--- config.mk ---
export PLATFORM = sky130hd
export DESIGN_NAME = aes_128_ctrl
export DESIGN_NICKNAME = d
export VERILOG_FILES = /design/src/rtl/aes_128_pkg.sv /design/src/rtl/aes_128_key_table.sv /design/src/rtl/aes_128_ctrl.sv
export SDC_FILE = /design/constraint.sdc
export NUM_CORES = 2
export LEC_CHECK = 0
export CAP_MARGIN = 0
export CELL_PAD_IN_SITES_DETAIL_PLACEMENT = 1
export CELL_PAD_IN_SITES_GLOBAL_PLACEMENT = 1
export CORE_MARGIN = 2
export CORE_UTILIZATION = 48
export CTS_BUF_LIST = sky130_fd_sc_hd__clkbuf_8
export DETAILED_ROUTE_END_ITERATION = 16
export PLACE_DENSITY = 0.83
export REMOVE_ABC_BUFFERS = 1
export SLEW_MARGIN = 20
export SYNTH_ARGS = -nofsm -noshare
export SYNTH_HDL_FRONTEND = slang
export SYNTH_SLANG_ARGS = --single-unit
--- constraint.sdc ---
create_clock -name clk -period 16.6 [get_ports clk]
set_input_delay 3.32 -clock clk [delete_from_list [all_inputs] [get_ports clk]]
set_output_delay 3.32 -clock clk [all_outputs]
set_load 0.03 [all_outputs]
--- src/rtl/aes_128_pkg.sv ---
`default_nettype none
// ============================================================================
// Module      : aes_128_pkg
// Description : Shared sizes, state encoding and key-index helper for the
//               AES-128 controller and its round-key table.
// Revision    : 1.0 - initial release
// ============================================================================
package aes_128_pkg;

   localparam int AES_NKEYS  = 11;
   localparam int AES_BLK_W  = 128;
   localparam int AES_KIDX_W = 4;

   // Last valid round-key index (round key 10)
   localparam logic [AES_KIDX_W-1:0] c_kidx_last = AES_KIDX_W'(AES_NKEYS - 1);

   typedef enum logic [1:0] {
      ST_IDLE = 2'd0,
      ST_RUN  = 2'd1,
      ST_RESP = 2'd2
   } ctrl_state_t;

   // Next round-key index, holding at the last key so extra key_ready pulses
   // keep re-presenting round key 10
   function automatic logic [AES_KIDX_W-1:0] kidx_next(input logic [AES_KIDX_W-1:0] idx);
      return (idx >= c_kidx_last) ? c_kidx_last : idx + AES_KIDX_W'(1);
   endfunction

endpackage
`default_nettype wire

--- src/rtl/aes_128_key_table.sv ---
`default_nettype none
// ============================================================================
// Module      : aes_128_key_table
// Description : Round-key register file (NKEYS x 128) with a write port,
//               per-entry valid mask, all-loaded flag and async read port.
//               Key contents are not reset; only the valid mask is.
// Revision    : 1.0 - initial release
// ============================================================================
module aes_128_key_table
   import aes_128_pkg::*;
#(
   parameter int NKEYS = AES_NKEYS
) (
   input  logic                  clk,
   input  logic                  kill,
   input  logic                  wr_en,
   input  logic [AES_KIDX_W-1:0] wr_addr,
   input  logic [AES_BLK_W-1:0]  wr_data,
   input  logic [AES_KIDX_W-1:0] rd_addr,
   output logic [AES_BLK_W-1:0]  rd_data,
   output logic                  keys_loaded
);

   logic [AES_BLK_W-1:0] r_mem [NKEYS];
   logic [NKEYS-1:0]     r_valid;
   logic [NKEYS-1:0]     w_dec;

   // One-hot write decode; out-of-range addresses hit no entry
   generate
      for (genvar gi = 0; gi < NKEYS; gi++) begin : g_dec
         assign w_dec[gi] = wr_en && (wr_addr == AES_KIDX_W'(gi));
      end
   endgenerate

   // Key storage: plain registers, deliberately left out of reset
   always_ff @(posedge clk) begin
      for (int i = 0; i < NKEYS; i++) begin
         if (w_dec[i]) begin
            r_mem[i] <= wr_data;
         end
      end
   end

   // Valid mask: set by a write, cleared only by kill
   always_ff @(posedge clk or posedge kill) begin
      if (kill) begin
         r_valid <= '0;
      end else begin
         r_valid <= r_valid | w_dec;
      end
   end

   assign rd_data     = (rd_addr < AES_KIDX_W'(NKEYS)) ? r_mem[rd_addr] : '0;
   assign keys_loaded = &r_valid;

endmodule
`default_nettype wire

--- src/rtl/aes_128_ctrl.sv ---
`default_nettype none
// ============================================================================
// Module      : aes_128_ctrl
// Description : Front-end controller for the AES-128 core. Holds the round-key
//               table, arbitrates two requesters round-robin, issues one block
//               at a time, streams round keys on key_ready, returns the tagged
//               result and abandons blocks that exceed TIMEOUT cycles.
// Revision    : 1.0 - initial release
// ============================================================================
module aes_128_ctrl
   import aes_128_pkg::*;
#(
   parameter int TIMEOUT = 64,
   parameter int NKEYS   = AES_NKEYS
) (
   input  logic                  clk,
   input  logic                  kill,
   // round-key table write port
   input  logic                  key_wr_en,
   input  logic [AES_KIDX_W-1:0] key_wr_addr,
   input  logic [AES_BLK_W-1:0]  key_wr_data,
   output logic                  key_wr_err,
   // requesters
   input  logic                  req0_valid,
   input  logic [AES_BLK_W-1:0]  req0_data,
   output logic                  req0_ready,
   input  logic                  req1_valid,
   input  logic [AES_BLK_W-1:0]  req1_data,
   output logic                  req1_ready,
   // response
   output logic                  rsp_valid,
   output logic                  rsp_id,
   output logic [AES_BLK_W-1:0]  rsp_data,
   output logic                  err_timeout,
   // core interface
   output logic                  in_en,
   output logic [AES_BLK_W-1:0]  in_data,
   output logic [AES_BLK_W-1:0]  key_round,
   input  logic                  key_ready,
   input  logic                  out_en,
   input  logic [AES_BLK_W-1:0]  out_data
);

   localparam int                 c_cnt_w    = $clog2(TIMEOUT + 1);
   localparam logic [c_cnt_w-1:0] c_cnt_last = c_cnt_w'(TIMEOUT - 1);

   ctrl_state_t           r_state;
   ctrl_state_t           w_state_nxt;

   logic                  r_last_grant;
   logic                  r_id;
   logic [AES_KIDX_W-1:0] r_kidx;
   logic [c_cnt_w-1:0]    r_cnt;
   logic                  r_in_en;
   logic [AES_BLK_W-1:0]  r_in_data;
   logic [AES_BLK_W-1:0]  r_key_round;
   logic [AES_BLK_W-1:0]  r_rsp_data;
   logic                  r_key_wr_err;
   logic                  r_err_timeout;

   logic                  w_accept;
   logic                  w_grant;
   logic                  w_timeout;
   logic                  w_key_wr_ok;
   logic                  w_keys_loaded;
   logic [AES_KIDX_W-1:0] w_rd_addr;
   logic [AES_BLK_W-1:0]  w_rd_data;

   // Table writes are only honoured while idle and in range
   assign w_key_wr_ok = key_wr_en && (r_state == ST_IDLE) && (key_wr_addr <= c_kidx_last);

   // Outside RUN the read port always looks at round key 0
   assign w_rd_addr = (r_state == ST_RUN) ? r_kidx : '0;

   aes_128_key_table #(
      .NKEYS       (NKEYS)
   ) u_key_table (
      .clk         (clk),
      .kill        (kill),
      .wr_en       (w_key_wr_ok),
      .wr_addr     (key_wr_addr),
      .wr_data     (key_wr_data),
      .rd_addr     (w_rd_addr),
      .rd_data     (w_rd_data),
      .keys_loaded (w_keys_loaded)
   );

   // State register
   always_ff @(posedge clk or posedge kill) begin
      if (kill) begin
         r_state <= ST_IDLE;
      end else begin
         r_state <= w_state_nxt;
      end
   end

   // Next state, arbitration and combinational outputs
   always_comb begin
      w_state_nxt = r_state;
      w_accept    = 1'b0;
      w_grant     = 1'b0;
      w_timeout   = 1'b0;
      req0_ready  = 1'b0;
      req1_ready  = 1'b0;
      rsp_valid   = 1'b0;
      rsp_id      = 1'b0;
      rsp_data    = '0;
      case (r_state)
         ST_IDLE: begin
            if (w_keys_loaded && (req0_valid || req1_valid)) begin
               w_accept    = 1'b1;
               // with both asking, the one not served last wins
               w_grant     = (req0_valid && req1_valid) ? ~r_last_grant : req1_valid;
               req0_ready  = ~w_grant;
               req1_ready  = w_grant;
               w_state_nxt = ST_RUN;
            end
         end
         ST_RUN: begin
            // a result arriving on the timeout cycle still counts
            if (out_en) begin
               w_state_nxt = ST_RESP;
            end else if (r_cnt == c_cnt_last) begin
               w_timeout   = 1'b1;
               w_state_nxt = ST_IDLE;
            end
         end
         ST_RESP: begin
            rsp_valid   = 1'b1;
            rsp_id      = r_id;
            rsp_data    = r_rsp_data;
            w_state_nxt = ST_IDLE;
         end
         default: begin
            w_state_nxt = ST_IDLE;
         end
      endcase
   end

   // Block datapath: launch, round-key stepping, timeout count, result capture
   always_ff @(posedge clk or posedge kill) begin
      if (kill) begin
         r_last_grant <= 1'b1;
         r_id         <= 1'b0;
         r_kidx       <= AES_KIDX_W'(1);
         r_cnt        <= '0;
         r_in_en      <= 1'b0;
         r_in_data    <= '0;
         r_key_round  <= '0;
         r_rsp_data   <= '0;
      end else begin
         r_in_en   <= 1'b0;
         r_in_data <= '0;
         case (r_state)
            ST_IDLE: begin
               r_key_round <= w_rd_data;
               if (w_accept) begin
                  r_id         <= w_grant;
                  r_last_grant <= w_grant;
                  r_kidx       <= AES_KIDX_W'(1);
                  r_cnt        <= '0;
                  r_in_en      <= 1'b1;
                  r_in_data    <= w_grant ? req1_data : req0_data;
               end
            end
            ST_RUN: begin
               r_cnt <= r_cnt + c_cnt_w'(1);
               if (key_ready) begin
                  r_key_round <= w_rd_data;
                  r_kidx      <= kidx_next(r_kidx);
               end
               if (out_en) begin
                  r_rsp_data <= out_data;
               end
            end
            ST_RESP: begin
               r_key_round <= w_rd_data;
               r_kidx      <= AES_KIDX_W'(1);
            end
            default: begin
               r_kidx <= AES_KIDX_W'(1);
            end
         endcase
      end
   end

   // One-cycle error pulses, delayed one cycle from their cause
   always_ff @(posedge clk or posedge kill) begin
      if (kill) begin
         r_key_wr_err  <= 1'b0;
         r_err_timeout <= 1'b0;
      end else begin
         r_key_wr_err  <= key_wr_en && !w_key_wr_ok;
         r_err_timeout <= w_timeout;
      end
   end

   assign key_wr_err  = r_key_wr_err;
   assign err_timeout = r_err_timeout;
   assign in_en       = r_in_en;
   assign in_data     = r_in_data;
   assign key_round   = r_key_round;

endmodule
`default_nettype wire

[Word level (Yosys, flattened, before mapping)]
Memory sizes are Yosys's and may differ from the RTL's.
Index checks and enable logic that the tools add are counted.
Word-level totals
  bits in registers: 413
  bits in writable memories: 1408
  input bits: 523
  output and inout port bits: 391
  logic and storage cells: 162
  memories kept: 1
Memory list
  u_key_table.r_mem: words 11, bits a word 128, read ports 1, clocked after Yosys merged registers in 0, write ports 1, line aes_128_key_table.sv:24  | logic [AES_BLK_W-1:0] r_mem [NKEYS];
Operators by class
  add/sub/neg operators: 2
  magnitude comparators: 3
  equal/unequal tests: 17
  mux-type cells: 84
  bitwise gates (word level): 3
  reductions and logical operators: 40
Operator list (count)
  $mux 128: 16
  $reduce_or 128->1: 10
  $pmux 128 s2: 1
  $mux 4: 14
  $mux 1: 46
  $eq 4x3->1 const B: 4
  $logic_and 1x1->1: 16
  $pmux 7 s2: 1
  $eq 4x4->1 const B: 3
  $reduce_and 2->1: 6
  $or 11x11->11: 1
  $reduce_and 11->1: 1
  $eq 4x2->1 const B: 2
  $pmux 4 s2: 1
  $add 7x1->7 const B: 1
  $eq 7x6->1 const B: 1
  $mux 7: 1
  $mux 2: 3
  $add 4x1->4 const B: 1
  $eq 4x1->1 const B: 1
  $ge 4x4->1 const B: 1
  $le 4x4->1 const B: 1
  $logic_not 4->1: 1
  $lt 4x4->1 const B: 1
  12 further kinds: 15

[Longest topological paths before layout]
  depth in word-level cells: 17
  depth in mapped cells: 10
  depth with buffers taken out: 6

[Modules after synthesis]
A second synthesis with hierarchy kept.
Second synthesis, totals
  cells, all modules: 4117
  area, all modules: 70531.4 um^2
Modules (own cells, without submodules)
  aes_128_key_table: times used 1, cells each 3052, area each 54753.8 um^2, seq. area each 42555.8 um^2
  aes_128_ctrl: times used 1, cells each 1065, area each 15777.6 um^2, seq. area each 10062.2 um^2

[Worst setup path before layout]
No wires, ideal clock.
  path type: input to register
  start point: input key_wr_addr[1]
  end point: memory u_key_table.r_mem[2][0] (enable)
  data arrival time: 12422 ps
  required time: 15826 ps
  slack: 3404 ps
  stages: 3
  cells stage by stage: clkbuf_1 -> nand3b_1 -> nor3_1
RTL lines
  from (decl): line aes_128_ctrl.sv:20  | input logic [AES_KIDX_W-1:0] key_wr_addr,
  $le 4x4->1: line aes_128_ctrl.sv:70  | assign w_key_wr_ok = key_wr_en && (r_state == ST_IDLE) && (key_wr_addr <= c_kidx_last);
  $logic_and 1x1->1: line aes_128_ctrl.sv:70
  $logic_and 1x1->1 *: line aes_128_key_table.sv:31  | assign w_dec[gi] = wr_en && (wr_addr == AES_KIDX_W'(gi));
  net u_key_table.w_dec[2]: line aes_128_key_table.sv:26  | logic [NKEYS-1:0] w_dec;
  $mux 1 *: line aes_128_key_table.sv:38  | if (w_dec[i]) begin
  $mux 1 (implied by the code) *: line aes_128_key_table.sv:39  | r_mem[i] <= wr_data;
  $reduce_or 128->1 (no source line)
  $mux 4 (no source line) or $mux 1 (tied branches) (9 in series)
  to (decl): line aes_128_key_table.sv:24
Mark *: on every way through the listed nets, which the timed path passes. The rest lies on a longest branch.

[Worst setup path after layout]
  start point: input req1_valid
  end point: output req1_ready
On the way
  longest elaborated chain between the ends: 4
RTL lines
  from (decl): line aes_128_ctrl.sv:27  | input logic req1_valid,
  $logic_and 1x1->1 or $logic_or 1x1->1 (tied branches): line aes_128_ctrl.sv:113, aes_128_ctrl.sv:110
  $mux 1 or $logic_and 1x1->1 (tied branches): line aes_128_ctrl.sv:113, aes_128_ctrl.sv:110
  $mux 1 *: line aes_128_ctrl.sv:110  | if (w_keys_loaded && (req0_valid || req1_valid)) begin
  $mux 1 *: line aes_128_ctrl.sv:108  | case (r_state)
  to (decl): line aes_128_ctrl.sv:29  | output logic req1_ready,
Every way passes the cells marked *; elsewhere a longest branch is shown, timed or not.

==> results.md <==
- Global routing used 38.2% of the available tracks.
- The initial antenna violation count is 154.
- Each instance of the synthesized netlist takes up on average 16.0 um^2.
- The mean routed wirelength per cell is 38.9 um.
- At the end of routability-driven placement, the weighted congestion stood at 0.966.
- 914 I/O pins were placed.
- Measured along the x axis, the die boundary spans 392 um.
- The type of the worst setup path is in2out.
- The worst hold path passes through 2 cells.
- Once placement completed, the tool counted placed cells totaling 7119.
- The overflow left after global routing is 0.
- The worst register-to-register path begins at r_kidx[1].
- The endpoint with the worst hold slack is u_key_table.r_valid[8].
- The root buffer cell chosen for the clock tree is clkbuf_8.
- Once the floorplan was initialized, standard cells occupied 48.2% of the core.
- The leakage component of the power is 31.1 nW.
- The quantity of I/O buffers inserted on ports is 913.
- No sink is reached through more buffers than the 4 on the longest clock path.
- The summed negative setup slack over all endpoints is 0 ns.
- Between clock sinks in the finished design, the worst skew comes to 0.0606 ns.
- The number of enable-type register cells in the synthesized netlist is 1408.
- The number of slew-limit violations in the final report came to 0.
- The number of global-route vias before repair was 50.5k.
- The clock buffer count from CTS is 315.
- The number of detailed-route iterations in the first pass is 6.
- The nature of the critical path startpoint is a primary input.
- The die area is 153000 um^2.
- The cell count after synthesis came out at 4500.
- Row generation in the floorplan step produced 142 rows.
- The relative area change from synthesis to final layout is 23.3%.
- Counting I/O delays and the setup requirement, the final critical path takes 9.31 ns.
- The number of violations of the max-capacitance limit is 0.
- The filler cells instantiated in the layout total 13.7k.
- The area of combinational cells with multiple inputs is 17300 um^2.
- The share of synthesized registers carrying an async set or reset is 22.7%.
- The library cell appearing most often on the critical path is clkdlybuf4s50_1.
- Data arrives at the worst endpoint at 5.99 ns.
- The final setup violation count is 0.
- The share of total power dissipated in the clock network is 29.1%.
- The total area inside the core boundary comes to 149000 um^2.
- The worst register-to-register path ends at key_round[49].
- The capturing element type of the critical path is a primary output.
- The post-synthesis sequential element count is 1821.
- The fraction of layout instances using a drive strength above 1 is 11.4%.
- In this design, the stage delay of the slowest critical-path cell is 0.85 ns.
- The reported net switching power is 4.64 mW.
- The number of cells on the worst reg-to-reg path is 7.
- The number of hold-slack violations in the final timing report is 0.
- Of the synthesized area, sequential elements account for 73.0%.
- The first global-routing pass estimated 407000 um of wire.
- The number of hold buffers added after CTS was 0.
- The hold path startpoint is u_key_table.r_valid[8].
- The number of warnings reported in the yosys synthesis log is 0.
- The internal power is 8.63 mW.
- For flop-to-flop paths, the worst setup slack is 11.41 ns.
- In the routed design, unresolved DRC markers number 0.
- The residual antenna-violating net count after detailed routing is 0.
- The post-route fraction of the period consumed by the critical path is 56.1%.
- The finished layout holds 7774 standard cells, fillers aside.
- The clock-pin slew on the worst setup and hold paths is 0.05 ns.
- Setup repair after global routing left no endpoint under its margin.
- The post-synthesis instance area is 72100 um^2.
- The maximum net fanout on the critical path is 5.
- Across all hold checks on the routed design, the worst slack comes to 0.475 ns.
- Summed over all layers, the routed wires come to 302000 um.
- Walking the worst path, the cells encountered are clkdlybuf4s50_1, o2111a_1, nand4_1, nor2_4, clkdlybuf4s50_1.
- After detailed routing, the number of vias per cell comes to 6.50.
- The overall via count from detail_route is 50.6k.
- The net switching fraction of the power is 35.0%.
- The cell with the largest stage delay on the worst path is clkdlybuf4s50_1.
- The top flip-flop cell by instance count after synthesis is edfxtp_1.
- The top achievable clock speed is 0.107 GHz.
- The run finished with clean final reports.
- For the worst-skew pair, the clock arrives at the later sink with an insertion delay of 1.05 ns.
- Entering global routing, the biggest net connects 158 pins.
- Synthesis instantiated 61 different standard cells from the library.
- In this run, post-CTS repair resized a total of 0 instances.
- In this run the worst hold path is classified as reg2reg.
- The endpoint required time on the critical path is 13.28 ns.
- The depth of the CTS H-tree is 5.
- Per report_power, the combinational group accounts for 26.6% of the total.
- The vertical die dimension is 392 um.
- TritonCTS built the clock tree.
- The total half-perimeter wirelength after legalization and detailed placement is 182000 um.
- At the pin with the least slew margin, the transition time is 1.30 ns.
- After clock tree synthesis, the setup repair step added 0 buffers.
- The power density over the cells is 149 nW/um^2.
- The number of DRC markers after the initial detailed-route iteration is 6048.
- The worst pin sits at a relative slew slack of 13.2%.
- VDD sags by at most 0.000101 V.
- Across the whole layout, storage elements account for 52600 um^2.
- The net count of the finished layout is 5946.
- The share of power burned in registers is 44.3%.
- Counting every sink on the clock net gives 1821.
-- registers in the layout, summed over array words and instances (netlist names) --
| register | flops |
|---|---|
| u_key_table.r_mem | 1408 |
| r_last_grant | 1 |
| key_round | 128 |
| key_wr_err | 1 |
| in_data | 128 |
| r_kidx | 4 |
| err_timeout | 1 |
| u_key_table.r_valid | 11 |
| r_state | 2 |
| r_rsp_data | 128 |
| r_id | 1 |
| in_en | 1 |
| r_cnt | 7 |
-- worst max-delay path by stage --
stage,start,to,slack (ns),cells past startpoint
after global routing,req1_valid,req1_ready,7.31,5
final,req1_valid,req1_ready,7.29,5
after floorplan,kill,err_timeout,1.79,1
after detailed placement,req1_valid,req1_ready,7.33,5
after global placement,req1_valid,req1_ready,7.38,5
after CTS,req1_valid,req1_ready,7.32,5
-- worst max-delay path: cells and delay by family --
family | cells | cell delay (ns)
buffers and inverters | 2 | 1.62
and+or+nand+nor | 2 | 0.75
AOI/OAI and AO/OA | 1 | 0.28
-- cells in the final DEF, fill, tap and decap left out, types with 44 or more instances in the layout --
cell / synthesis / final
a211oi_1: 128 / 128
a21oi_1: 137 / 136
a221o_1: 128 / 128
a221oi_1: 120 / 120
a221oi_2: 134 / 134
a22o_1: 131 / 131
and2_1: 260 / 259
buf_4: 28 / 44
clkbuf_8: 0 / 363
clkdlybuf4s50_1: 0 / 913
dfrtp_1: 411 / 409
diode_2: 0 / 110
edfxtp_1: 1408 / 1408
inv_1: 139 / 252
mux2_1: 109 / 109
mux2i_1: 128 / 128
nor2_1: 139 / 131
nor2b_1: 131 / 128
o21ai_1: 120 / 120
o221ai_1: 127 / 127
o22a_1: 127 / 127
o22ai_1: 127 / 127
-- kinds of logic after synthesis --
family / Yosys count / synth area share (%)
DFF: 1821 / 73.0
AOI/OAI and AO/OA: 1323 / 15.3
and+or+nand+nor: 582 / 4.61
buffers and inverters: 513 / 3.19
muxes: 258 / 3.82
adders and majority gates: 3 / 0.0521
-- routing by layer --
layer	GRT usage (%)	part of all wire, %
met5	0	0.19
met4	27.5	8.1
met3	11.0	11
met2	58.5	46
met1	46.5	35
-- power groups by stage --
stage               logic [mW]  clock network (mW)  registers (mW)
floorplan                 1.58                   0            6.17
global placement          3.32                   0            5.91
detailed placement        3.45                   0            5.92
CTS                       3.48                3.88            5.85
global route              3.65                4.08            5.88
finish                    3.53                3.87            5.88
-- layout make-up --
| cell class | count | area share, % |
|---|---|---|
| tap | 2016 | 2.84 |
| sequential | 1821 | 59.2 |
| timing repair buffer | 976 | 11.1 |
| clock buffer | 363 | 5.62 |
| multi-input combinational | 2166 | 19.5 |
| antenna | 110 | 0.310 |
| inverter | 140 | 0.602 |
| clock inverter | 182 | 0.878 |
-- cells in the mapped netlist, types with 6 or more instances --
library cell	n	area share [%]
dfrtp_1	411	14
a221o_1	128	1.8
nor2_1	139	0.72
o21ai_0	17	0.12
mux2_2	20	0.31
nand2_1	10	0.052
buf_4	28	0.29
o21bai_1	7	0.073
o22a_1	127	1.5
nor2b_1	131	1.1
a221oi_1	120	1.5
a211oi_1	128	1.3
clkbuf_1	188	0.98
a21oi_1	137	0.95
a22o_1	131	1.6
o221ai_1	127	1.5
o22ai_1	127	1.1
a221oi_2	134	2.8
buf_2	141	0.98
buf_6	12	0.19
nor3_1	6	0.042
and2_1	260	2.3
o21ai_1	120	0.83
mux2_1	109	1.7
edfxtp_1	1408	59
mux2i_1	128	1.8
inv_1	139	0.72
-- stage by stage --
stage	utilization, %	cell area (um^2)	power [mW]	setup slack, ns
global route	59.5	88900	13.6	7.31
detailed placement	55.4	82900	9.37	7.33
global placement	55.4	82900	9.23	7.38
floorplan	-	70300	7.75	1.79
finish	59.5	88900	13.3	7.29
CTS	59.3	88600	13.2	7.32
No activity file was read; power rests on OpenSTA's default activity.
